File: config.mk
export PLATFORM = sky130hd
export DESIGN_NAME = jt49_env_timer
export DESIGN_NICKNAME = d
export VERILOG_FILES = /design/src/rtl/jt49_env_timer.sv
export SDC_FILE = /design/constraint.sdc
export NUM_CORES = 1
export LEC_CHECK = 0
export BUFFER_PORTS_ARGS = -buffer_cell sky130_fd_sc_hd__buf_2
export CORE_AREA = 8 8 115 75
export CTS_CLUSTER_DIAMETER = 40
export DETAILED_ROUTE_END_ITERATION = 8
export DIE_AREA = 0 0 123 83
export SKIP_LAST_GASP = 1
export SLEW_MARGIN = 20
export SYNTH_ARGS = -nofsm -noshare
export SYNTH_HDL_FRONTEND = slang
export SYNTH_SLANG_ARGS = --single-unit
File: constraint.sdc
create_clock -name clk -period 4.5 [get_ports clk]
set_input_delay 0.9 -clock clk [delete_from_list [all_inputs] [get_ports clk]]
set_output_delay 0.9 -clock clk [all_outputs]
set_load 0.05 [all_outputs]
File: src/rtl/jt49_env_timer.sv
// Envelope timebase and register front-end for the jt49 envelope generator.
// Captures the envelope period/shape registers. It divides cen into ticks and
// produces a step square wave whose rising edges pace the envelope.

module jt49_env_timer #(
    parameter int DIV = 8,
    parameter int PW  = 16
) (
    input  logic          clk,
    input  logic          rst,
    input  logic          cen,
    input  logic          wr,
    input  logic [3:0]    addr,
    input  logic [7:0]    din,
    output logic          step,
    output logic          null_period,
    output logic          restart,
    output logic [3:0]    ctrl,
    output logic [PW-1:0] period
);

    localparam int             PSW     = (DIV > 1) ? $clog2(DIV) : 1;
    localparam logic [PSW-1:0] PS_LAST = PSW'(DIV - 1);

    localparam logic [3:0] ADDR_FINE   = 4'd11;
    localparam logic [3:0] ADDR_COARSE = 4'd12;
    localparam logic [3:0] ADDR_SHAPE  = 4'd13;

    logic [7:0]     fine_q, fine_d;
    logic [7:0]     coarse_q, coarse_d;
    logic [3:0]     ctrl_q, ctrl_d;
    logic [PSW-1:0] pre_q, pre_d;
    logic [PW-1:0]  count_q, count_d;
    logic           step_q, step_d;
    logic           restart_q, restart_d;
    logic           tick;
    logic [PW-1:0]  period_q;

    // The period is made only of registered bytes, so nothing from wr/din reaches the outputs combinationally
    assign period_q = {coarse_q, fine_q};

    // Next-state logic: prescaler, half-period counter, then register writes.
    // A shape write comes last so that it overrides a simultaneous tick.
    always_comb begin
        fine_d    = fine_q;
        coarse_d  = coarse_q;
        ctrl_d    = ctrl_q;
        pre_d     = pre_q;
        count_d   = count_q;
        step_d    = step_q;
        restart_d = 1'b0;
        tick      = cen && (pre_q == PS_LAST);

        if (cen) begin
            pre_d = tick ? '0 : pre_q + 1'b1;
        end

        if (tick) begin
            if (period_q == '0) begin
                count_d = '0;
                step_d  = 1'b0;
            end else if (count_q >= period_q - PW'(1)) begin
                count_d = '0;
                step_d  = ~step_q;
            end else begin
                count_d = count_q + PW'(1);
            end
        end

        if (wr) begin
            case (addr)
                ADDR_FINE:   fine_d   = din;
                ADDR_COARSE: coarse_d = din;
                ADDR_SHAPE: begin
                    ctrl_d    = din[3:0];
                    pre_d     = '0;
                    count_d   = '0;
                    step_d    = 1'b0;
                    restart_d = 1'b1;
                end
                default: ;
            endcase
        end
    end

    // State registers with synchronous reset taking priority over writes and cen
    always_ff @(posedge clk) begin
        if (rst) begin
            fine_q    <= '0;
            coarse_q  <= '0;
            ctrl_q    <= '0;
            pre_q     <= '0;
            count_q   <= '0;
            step_q    <= 1'b0;
            restart_q <= 1'b0;
        end else begin
            fine_q    <= fine_d;
            coarse_q  <= coarse_d;
            ctrl_q    <= ctrl_d;
            pre_q     <= pre_d;
            count_q   <= count_d;
            step_q    <= step_d;
            restart_q <= restart_d;
        end
    end

    assign step        = step_q;
    assign restart     = restart_q;
    assign ctrl        = ctrl_q;
    assign period      = period_q;
    assign null_period = (period_q == '0);

endmodule

# --- Yosys cells after proc, flatten, opt, wreduce, memory -nomap -nowiden ---
# Index checks and enable logic that the tools add are counted.
op_classes:
  add_sub_neg: 3
  n_lt_le_gt_ge: 1
  eq_ne: 4
  mux: 15
  n_bitwise: 2
  n_reduce_logical: 6
op_table:
  columns: ["op", "n"]
  rows:
  - ["two-way mux 16 bit", 5]
  - ["adder 16 x 1 -> 16 bit (second input constant)", 1]
  - [">= comparator 16 bit", 1]
  - ["zero test 16 bit", 1]
  - ["subtractor 16 x 1 -> 16 bit (second input constant)", 1]
  - ["== test 4 bit (second input constant)", 3]
  - ["two-way mux 3 bit", 4]
  - ["two-way mux 1 bit", 6]
  - ["AND reduction 2 bit", 3]
  - ["adder 3 x 1 -> 3 bit (second input constant)", 1]
  - ["== test 3 bit (second input constant)", 1]
  - ["inverter 1 bit", 2]
  - ["OR reduction 2 bit", 1]
  - ["logical AND 1 bit", 1]
word_totals:
  regBits: 41
  inputBits: 16
  output_inout_bits: 23
  wordCells: 38

# --- Depth between registers and ports, before layout ---
# Gate-level depths: netlist of the first run.
depth:
  depth_word: 7
  ltp_mapped: 14
  ltp_nobuf: 13

# --- Worst setup path before layout of the first run ---
# OpenSTA, ideal clock, no wires.
synth_timing:
  path_kind: "register -> register"
  start: "register fine_q[2]"
  end: "register count_q[13]"
  setup_time_ps: 141
  arrival_ps: 3891
  t_required_ps: 4359
  path_slack_ps: 468
  path_stages_with_launch: 15
  n_path_buf: 1
  synth_period_minus_slack_ps: 4032
  path_cell_list: "dfxtp_1 -> or3_2 -> nor3_1 -> nand2b_1 -> nor3_1 -> nand2_1 -> xor2_1 -> ha_1 -> nand4_1 -> or4_1 -> o32ai_1 -> nor3_2 -> buf_6 -> nand3_1 -> o311ai_0"
synth_via:
  elab_chain_len: 7
  word_cells_on_any_way: 8
  classes_between: "add/sub (1); order compare (1); mux (5); reduce/logical (1)"
synth_lines:
  columns: ["element", "line_no", "source"]
  rows:
  - ["from (decl)", "29", "logic [7:0] fine_q, fine_d;"]
  - ["from (signal assigned)", "97", "fine_q <= fine_d;"]
  - ["subtractor 16 x 1 -> 16 bit", "62", "end else if (count_q >= period_q - PW'(1)) begin"]
  - [">= comparator 16 bit", "62", null]
  - ["two-way mux 16 bit", "62", null]
  - ["two-way mux 16 bit (*)", "59", "if (period_q == '0) begin"]
  - ["two-way mux 16 bit (*)", "58", "if (tick) begin"]
  - ["two-way mux 16 bit", "71", "case (addr)"]
  - ["two-way mux 16 bit (*)", "70", "if (wr) begin"]
  - ["to (signal assigned)", "101", "count_q <= count_d;"]
  - ["to (decl)", "33", "logic [PW-1:0] count_q, count_d;"]
# Mark *: on every way between the ends. The rest lies on a longest branch, timed or not.
# A chain may end at the register's enable or synchronous reset.

# --- Worst setup path in the final report of the first run ---
layout_timing:
  start: "register fine_q[2]"
  end: "register count_q[10]"
# The elaborated chain is that of the path after synthesis.

==> impl_metrics.yaml, run 1 <==
timing:
  maxSlewViolCount: 0
  slew_headroom_pct: 43.6
  rsz0062_at_grt: "no"
  fin_worst_skew_ns: 0.00528
  hold_violations: 0
  postLayoutSetupSlackWorst_ns: 0.376
  finalSetupViolCount: 0
  fmax_mhz: 242
  period_share_pct: 91.6
  period_needed_ns: 4.12
  tightest_slew_ns: 0.825
  setup_tns_ns: 0
die:
  rows: 24
  ioPinCount: 39
  die_y_um: 83
  initial_core_util_pct: 33.6
  die_width_um: 123
  coreArea_um2: 6970
  die_area_um2: 10200
setup_path:
  worstPathArrival_ns: 4.30
  worstPathMaxFanout: 8
  critical_path_class: "flip-flop to flip-flop"
  critPathRequiredTime_ns: 4.68
  cp-start-kind: "flip-flop"
  critPathCaptureType: "flip-flop"
detailed_routing:
  vias: 2057
  ant_nets: 0
  dr.pass1.iters: 4
  wl_per_cell_um: 14.6
  wl_um: 5980
  drc: 0
  drt-initial-drc-count: 125
  avgViaCountPerCell: 5.04
layout:
  finalNetCount: 352
  diodes: 0
  final_common_cell: "dfxtp_1"
  area_delta_synth_final_pct: 20.8
  fin_cells: 408
  post_route_cells_drive_above_1_share_pct: 17.7
  most-common-layout-cells: "41 x dfxtp_1, 38 x buf_2, 37 x nor2_1, 29 x nand2_1, 26 x mux2i_1"
yosys:
  yosysWarnings: 0
  synth_cells: 273
  synth_area_per_cell_um2: 8.58
  synthAdderAreaFrac_pct: 10.7
  synth_compound_area_share_pct: 10.0
  ys_seq_area_share_pct: 35.0
  synthSimpleGateAreaFrac_pct: 24.8
  synth_xor_area_share_pct: 5.61
  netlist_area_um2: 2340
  ys_ff_latch: 41
  yosysUniqueCellTypes: 39
  synth_top_family_by_area: "simple AND/OR/NAND/NOR gates"
  syn-num-nets: 309
  synth_mux_area_share_pct: 11.1
placed_design:
  io_buffers: 38
  post-place-ws_ns: 0.332
  dpl.cell_count: 400
  place.gp.congestion: 0.773
  hpwl_um: 4590
global_routing:
  globalRouteMet3Util_pct: 4.32
  grt.met2_usage_pct: 15.9
  antenna_found_initial: 0
  overflow: 0
  track_usage_pct: 12.1
  grt_pass1_wl_um: 9810
  gr-max-usage-layer: "met1"
  grt_use_met1_pct: 17.8
  grt_pass1_vias: 1907
  grt_max_degree: 23
worst_hold_path:
  hold_path_class: "flip-flop to flip-flop"
clock_tree:
  hold_buffers: 0
  ctsLongestPathBuffers: 2
  htreeDepth: 2
  tritoncts.num_buffers: 5
  cts_resized: 0
  clk_latency_ns: 0.29
  cts_tree: "yes"
  cts-root-buf: "clkbuf_16"
  cts.sinks: 41
  cts_setup_buffers: 0
  clk_pin_slew_ns: 0.06
power_and_ir_drop:
  power_w: 0.000880
  max-vdd-ir-drop_mv: 0.178
  leakage_nw: 1.27
  cellPowerDensity_nw_per_um2: 311
status:
  outcome: "complete, no violations"
run:
  cap_violations: 0
==> flip-flops by register name (all words and copies together), names as in the netlist <==
| signal | count |
|---|---|
| fine_q | 8 |
| step | 1 |
| count_q | 16 |
| coarse_q | 8 |
| restart | 1 |
| pre_q | 3 |
| ctrl | 4 |
==> per-layer routing <==
metal | vias to the layer above | wire, um | share of wire (%)
li1 | 1067 | - | -
met1 | 930 | 3170 | 53
met2 | 52 | 2300 | 38
met3 | 8 | 450 | 7.5
met4 | 0 | 59 | 0.99
met5 | - | 0 | 0
==> final cells by class <==
type	count	area, um^2
Clock buffer	7	143
Multi-Input combinational cell	217	1470
Clock inverter	1	30.0
Sequential cell	41	821
Fill cell	699	4140
Tap cell	91	114
Inverter	8	30.0
Timing Repair Buffer	43	228
==> cell usage after synthesis <==
master | n | area share (%)
or4_1 | 1 | 0.32
a22oi_1 | 1 | 0.32
or3_4 | 1 | 0.48
o21a_1 | 2 | 0.64
dfxtp_1 | 41 | 35
or3_2 | 1 | 0.32
nand2_1 | 29 | 4.6
a21oi_1 | 15 | 3.2
and4b_4 | 1 | 0.59
clkbuf_1 | 4 | 0.64
o311ai_0 | 5 | 1.9
nor4b_1 | 1 | 0.37
or2_2 | 1 | 0.27
nand4_1 | 5 | 1.3
nor3_2 | 1 | 0.43
inv_1 | 8 | 1.3
ha_1 | 20 | 11
mux2i_1 | 26 | 11
o21ai_0 | 6 | 1.3
o31ai_1 | 1 | 0.32
or3_1 | 4 | 1.1
xor2_1 | 5 | 1.9
nor3_1 | 5 | 1.1
o32ai_1 | 1 | 0.37
a211oi_1 | 2 | 0.64
nand2b_1 | 2 | 0.53
nand3b_1 | 2 | 0.64
a2111oi_0 | 1 | 0.37
buf_1 | 1 | 0.16
and3_1 | 5 | 1.3
nor3b_1 | 2 | 0.64
clkbuf_2 | 1 | 0.21
o21bai_1 | 2 | 0.64
xnor2_1 | 10 | 3.7
nand3_1 | 15 | 3.2
nor2_1 | 37 | 5.9
nor4_1 | 6 | 1.6
buf_6 | 1 | 0.48
o2bb2ai_1 | 1 | 0.37
==> final timing paths <==
kind / start / end / slack [ns] / depth (start not counted)
worst min-delay path: pre_q[2] / pre_q[2] / 0.47 / 2
worst max-delay path: fine_q[2] / count_q[10] / 0.38 / 13
worst min register to register: pre_q[2] / pre_q[2] / 0.47 / 2
worst max register to register: fine_q[2] / count_q[10] / 0.38 / 13
==> power breakdown <==
part | total, W | switching (W) | internal, W
clock network | 0.000419 | 0.000142 | 0.000277
logic | 0.0000896 | 0.0000553 | 0.0000343
registers | 0.000371 | 0.00000424 | 0.000367
total | 0.000880 | 0.000202 | 0.000678
==> critical path, stage by stage, from the launching register on <==
cell	delay, ns
dfxtp_1	0.35
or3_2	0.52
nor3_1	0.29
nand2b_1	0.16
nor3_1	0.35
nand2_1	0.11
xor2_1	0.16
ha_1	0.29
nand4_1	0.19
or4_1	0.60
o32ai_2	0.42
or3_1	0.34
or3_1	0.16
nand3_1	0.06
==> metrics by stage <==
stage	area (um^2)	util [%]	hold WS (ns)
global route	2830	40.6	0.496
floorplan	2340	-	0.443
CTS	2820	40.5	0.473
detailed placement	2650	38.0	0.464
finish	2830	40.6	0.467
global placement	2650	38.0	0.457
==> cell families after synthesis <==
family | after synthesis
AO/OA/AOI/OAI | 37
flip-flops | 41
buffers and inverters | 15
AND/OR/NAND/NOR | 119
XOR/XNOR | 15
adder cells (fa/ha/maj) | 20
multiplexers | 26
No activity file was read; power rests on OpenSTA's default activity.
==> inputs of run 2 (changes only) <==
--- a/config.mk
+++ b/config.mk
@@ -10,6 +10,7 @@
 export CTS_CLUSTER_DIAMETER = 40
 export DETAILED_ROUTE_END_ITERATION = 8
 export DIE_AREA = 0 0 123 83
+export PLACE_DENSITY = 0.57
 export SKIP_LAST_GASP = 1
 export SLEW_MARGIN = 20
 export SYNTH_ARGS = -nofsm -noshare
==> run 2 against run 1 <==
Against the previous run: final cell count is the same; highest routed layer unchanged; fmax is 1.0% higher; core utilization unchanged; count of clock-buffer cells in the layout unchanged; wire length is 1.2% higher; design area unchanged; sequential cell count unchanged; sequential power barely moved.
==> impl_metrics.yaml, run 2 (synthesized netlist as in run 1, its figures left out) <==
power_and_ir_drop:
  cellPowerDensity_nw_per_um2: 312
  max-vdd-ir-drop_mv: 0.162
  leakage_nw: 1.27
setup_path:
  worstPathMaxFanout: 8
  crit_chain: "or3_2, nor3_1, nand2b_1, nor3_1, nand2_1, xor2_1, ha_1, nand4_1, or4_1, o32ai_2, or3_1, or3_1, nand3_1"
  cp-start-kind: "flip-flop"
  crit_cells: 13
  path_buf_inv: 0
  worstPathArrival_ns: 4.26
  critical_path_class: "flip-flop to flip-flop"
  cp_slowest_stage_delay_ns: 0.58
  critPathRequiredTime_ns: 4.67
  ff2ff_path_depth: 13
  crit_family: "simple AND/OR/NAND/NOR gates"
  cp_slowest_cell: "or4_1"
  critPathCaptureType: "flip-flop"
timing:
  fin_worst_skew_ns: 0.00591
  slew_headroom_pct: 49.2
  fmax_mhz: 245
  hold_violations: 0
  period_needed_ns: 4.08
  rsz0062_at_grt: "no"
  finalSetupViolCount: 0
  period_share_pct: 90.7
  tightest_slew_ns: 0.743
  maxSlewViolCount: 0
  setup_tns_ns: 0
die:
  coreArea_um2: 6970
  die_area_um2: 10200
  initial_core_util_pct: 33.6
  ioPinCount: 39
  die_y_um: 83
  rows: 24
  die_width_um: 123
global_routing:
  overflow: 0
  antenna_found_initial: 0
  grt_pass1_wl_um: 10100
  grt_max_degree: 23
  track_usage_pct: 12.3
  grt_pass1_vias: 1945
layout:
  area_delta_synth_final_pct: 20.8
  largest_register_ffs: 16
  fin_util_pct: 40.6
  finalNetCount: 352
  final_common_cell: "dfxtp_1"
  most-common-layout-cells: "41 x dfxtp_1, 38 x buf_2, 37 x nor2_1, 29 x nand2_1, 26 x mux2i_1"
  diodes: 0
  post_route_cells_drive_above_1_share_pct: 17.7
  regMostFlops: "count_q"
  reg.largest.list: "count_q x16, coarse_q x8, fine_q x8"
clock_tree:
  clk_latency_ns: 0.28
  cts.sinks: 41
  cts_tree: "yes"
  hold_buffers: 0
  cts-root-buf: "clkbuf_16"
  clk_pin_slew_ns: 0.06
  htreeDepth: 2
  ctsLongestPathBuffers: 2
  tritoncts.num_buffers: 5
worst_hold_path:
  hold_path_class: "flip-flop to flip-flop"
  hold_depth: 2
run:
  cap_violations: 0
placed_design:
  place.gp.congestion: 0.773
  hpwl_um: 4750
  io_buffers: 38
detailed_routing:
  avgViaCountPerCell: 5.10
  dr.pass1.iters: 4
  ant_nets: 0
  wl_um: 6050
  drc: 0
  wl_per_cell_um: 14.8
  drt-initial-drc-count: 117
  vias: 2081
status:
  outcome: "complete, no violations"
[run 2: cell counts in the layout (fill, tap and decap cells not counted)]
Identical to the previous run, type by type.
[run 2: cell type report]
| class | instances | area, um^2 |
|---|---|---|
| Fill cell | 722 | 4140 |
| Inverter | 8 | 30.0 |
| Sequential cell | 41 | 821 |
| Clock inverter | 1 | 30.0 |
| Clock buffer | 7 | 143 |
| Timing Repair Buffer | 43 | 228 |
| Multi-Input combinational cell | 217 | 1470 |
| Tap cell | 91 | 114 |
[run 2: path summary, 6_finish.rpt]
path / from / end / slack [ns]
worst min register to register: pre_q[2] / pre_q[2] / 0.47
worst max-delay path: fine_q[2] / count_q[10] / 0.42
worst min-delay path: pre_q[2] / pre_q[2] / 0.47
worst max register to register: fine_q[2] / count_q[10] / 0.42
[run 2: report_power, final]
part / total [W] / internal [W] / switching [W]
registers: 0.000371 / 0.000367 / 0.00000413
clock network: 0.000421 / 0.000277 / 0.000144
logic: 0.0000905 / 0.0000344 / 0.0000561
[run 2: worst reg2reg max path, cell delays in order, from the launching register on]
cell and delay [ns]:
dfxtp_1 0.35, or3_2 0.52, nor3_1 0.30, nand2b_1 0.15
nor3_1 0.37, nand2_1 0.11, xor2_1 0.17, ha_1 0.31
nand4_1 0.18, or4_1 0.58, o32ai_2 0.37, or3_1 0.33
or3_1 0.16, nand3_1 0.06
[run 2: what timing repair did]
action                     4_1_cts  5_1_grt
setup buffers                    0        0
resized for setup                0        1
setup endpoints to repair        0       15
[run 2: metrics by stage]
stage | total power (W) | setup slack, ns | hold WS (ns) | cell area, um^2 | cells
finish | 0.000882 | 0.418 | 0.473 | 2830 | 408
global route | 0.000925 | 0.0750 | 0.498 | 2830 | 408
CTS | 0.000894 | 0.258 | 0.478 | 2820 | 408
detailed placement | 0.000469 | 0.288 | 0.470 | 2650 | 400
global placement | 0.000467 | 0.488 | 0.458 | 2650 | 400
floorplan | 0.000441 | 0.468 | 0.443 | 2340 | 273
[run 2: routing by layer]
metal | vias up | global-route usage [%] | wire length, um
li1 | 1070 | - | -
met1 | 966 | 18.2 | 3230
met2 | 38 | 16.0 | 2360
met3 | 7 | 4.39 | 398
met4 | 0 | 3.05 | 62
met5 | - | 0 | 0
==> inputs of run 3 (changes only) <==
--- a/config.mk
+++ b/config.mk
@@ -10,9 +10,9 @@
 export CTS_CLUSTER_DIAMETER = 40
 export DETAILED_ROUTE_END_ITERATION = 8
 export DIE_AREA = 0 0 123 83
-export PLACE_DENSITY = 0.57
+export PLACE_DENSITY = 0.59
 export SKIP_LAST_GASP = 1
-export SLEW_MARGIN = 20
+export SLEW_MARGIN = 25
 export SYNTH_ARGS = -nofsm -noshare
 export SYNTH_HDL_FRONTEND = slang
 export SYNTH_SLANG_ARGS = --single-unit
==> constraint.sdc (replaced) <==
create_clock -name clk -period 3.7 [get_ports clk]
set_input_delay 0.74 -clock clk [delete_from_list [all_inputs] [get_ports clk]]
set_output_delay 0.74 -clock clk [all_outputs]
set_load 0.05 [all_outputs]
==> run 3 against run 2 <==
Against the previous run: die area stayed put; first-iteration DRC count is 28% higher; non-clock buffer count is 6 higher; design area is 3.7% higher; via count is 1.1% higher.
==> impl_metrics.yaml, run 3 (synthesized netlist as in run 1, its figures left out) <==
clock_tree:
  cts_tree: "yes"
  tritoncts.num_buffers: 5
  htreeDepth: 2
  clk_latency_ns: 0.29
  cts-root-buf: "clkbuf_16"
  clk_pin_slew_ns: 0.06
  ctsLongestPathBuffers: 2
  cts.sinks: 41
die:
  die_y_um: 83
  rows: 24
  coreArea_um2: 6970
  die_width_um: 123
  initial_core_util_pct: 33.6
  ioPinCount: 39
  die_area_um2: 10200
setup_path:
  cp_slowest_stage_delay_ns: 0.57
  crit_top_cell: "nor3_4"
  critPathRequiredTime_ns: 3.84
  crit_chain: "or3_4, nor3_4, nand2b_4, nor3_4, nand2_1, xor2_1, ha_1, nand4_1, or4_4, o32ai_4, nor3_2, buf_6, nand3_1, o311ai_0"
  worstPathArrival_ns: 3.60
  critPathCaptureType: "flip-flop"
  critical_path_class: "flip-flop to flip-flop"
  worstPathMaxFanout: 19
  cp_slowest_cell: "or4_4"
  ff2ff_path_depth: 14
  cp-start-kind: "flip-flop"
timing:
  rsz0062_at_grt: "no"
  tightest_slew_ns: 1.15
  hold_violations: 0
  period_needed_ns: 3.45
  fmax_mhz: 290
  finalSetupViolCount: 0
  fin_worst_skew_ns: 0.00430
  period_share_pct: 93.3
  maxSlewViolCount: 0
  setup_tns_ns: 0
  slew_headroom_pct: 21.4
layout:
  reg.largest.list: "count_q x16, coarse_q x8, fine_q x8"
  multi_input_area_um2: 1530
  post_route_cells_drive_above_1_share_pct: 22.4
  ff_latch_area_um2: 825
  area_delta_synth_final_pct: 25.3
  fillerInstances: 697
  finalNetCount: 358
  diodes: 0
  fin_util_pct: 42.1
  regMostFlops: "count_q"
  most-common-layout-cells: "38 x dfxtp_1, 38 x buf_2, 37 x nor2_1, 29 x nand2_1, 26 x mux2i_1"
  largest_register_ffs: 16
placed_design:
  place.gp.congestion: 0.814
  hpwl_um: 4790
  io_buffers: 38
power_and_ir_drop:
  max-vdd-ir-drop_mv: 0.245
  p_sw_w: 0.000251
  p_clk_share_pct: 46.2
  seqPwrFrac_pct: 42.7
  combPwrFrac_pct: 11.1
  cellPowerDensity_nw_per_um2: 360
  sw_frac_of_total_pct: 23.7
  leakage_nw: 1.32
  intPower_w: 0.000807
detailed_routing:
  dr.pass1.iters: 4
  drc: 0
  drt-initial-drc-count: 150
  vias: 2103
  avgViaCountPerCell: 5.09
  ant_nets: 0
  wl_um: 6180
  wl_per_cell_um: 15.0
run:
  cap_violations: 0
global_routing:
  overflow: 0
  grt_pass1_vias: 1974
  grt_pass1_wl_um: 10200
  track_usage_pct: 12.4
  antenna_found_initial: 0
  grt_max_degree: 23
status:
  outcome: "complete, no violations"
worst_hold_path:
  hold_path_class: "flip-flop to flip-flop"
  hold_depth: 2
## run 3: metal layers
layer / global-route usage (%) / share of wire (%)
met5: 0 / 0
met4: 3.59 / 0.73
met3: 3.85 / 5.4
met2: 17.1 / 41
met1: 17.9 / 53
## run 3: path summary, 6_finish.rpt
| kind | startpoint | end | slack, ns |
|---|---|---|---|
| min reg2reg | pre_q[2] | pre_q[2] | 0.47 |
| max | fine_q[2] | count_q[14] | 0.25 |
| min | pre_q[2] | pre_q[2] | 0.47 |
| max reg2reg | fine_q[2] | count_q[14] | 0.25 |
## run 3: critical path: cells and delay by family (launching register included)
family          cells  cell delay [ns]
flops               1             0.35
buf+inv             1             0.18
fa+ha+maj           1             0.29
compound gates      2             0.44
simple gates        9             1.88
xor+xnor            1             0.16
## run 3: repair_timing
| item | 4_1_cts | 5_1_grt |
|---|---|---|
| setup endpoints to repair | 0 | 17 |
| gates resized for setup | 0 | 12 |
| hold buffers | 0 | 0 |
| buffers inserted | 0 | 1 |
## run 3: power groups by stage
stage / Sequential (W) / Clock (W) / Combinational (W)
floorplan: 0.000470 / 0 / 0.0000675
global placement: 0.000461 / 0 / 0.000110
detailed placement: 0.000461 / 0 / 0.000113
CTS: 0.000451 / 0.000499 / 0.000113
global route: 0.000452 / 0.000522 / 0.000131
finish: 0.000451 / 0.000488 / 0.000118
## run 3: through the flow
step,instance area [um^2],hold slack [ns],total power [W],instances,worst slack (ns)
after global placement,2700,0.456,0.000571,405,0.144
after detailed placement,2700,0.464,0.000574,405,0.0227
final,2940,0.468,0.00106,413,0.247
after floorplan,2360,0.443,0.000537,273,0.00751
after global routing,2940,0.487,0.00110,413,0.0500
after CTS,2860,0.471,0.00106,412,0.00421
## run 3: cell type report
| type | instances | area share [%] |
|---|---|---|
| clock buffer | 5 | 4.26 |
| clock inverter | 2 | 1.19 |
| inverter | 8 | 1.02 |
| multi-input combinational | 217 | 52.1 |
| sequential | 41 | 28.1 |
| tap | 91 | 3.88 |
| timing repair buffer | 49 | 9.42 |
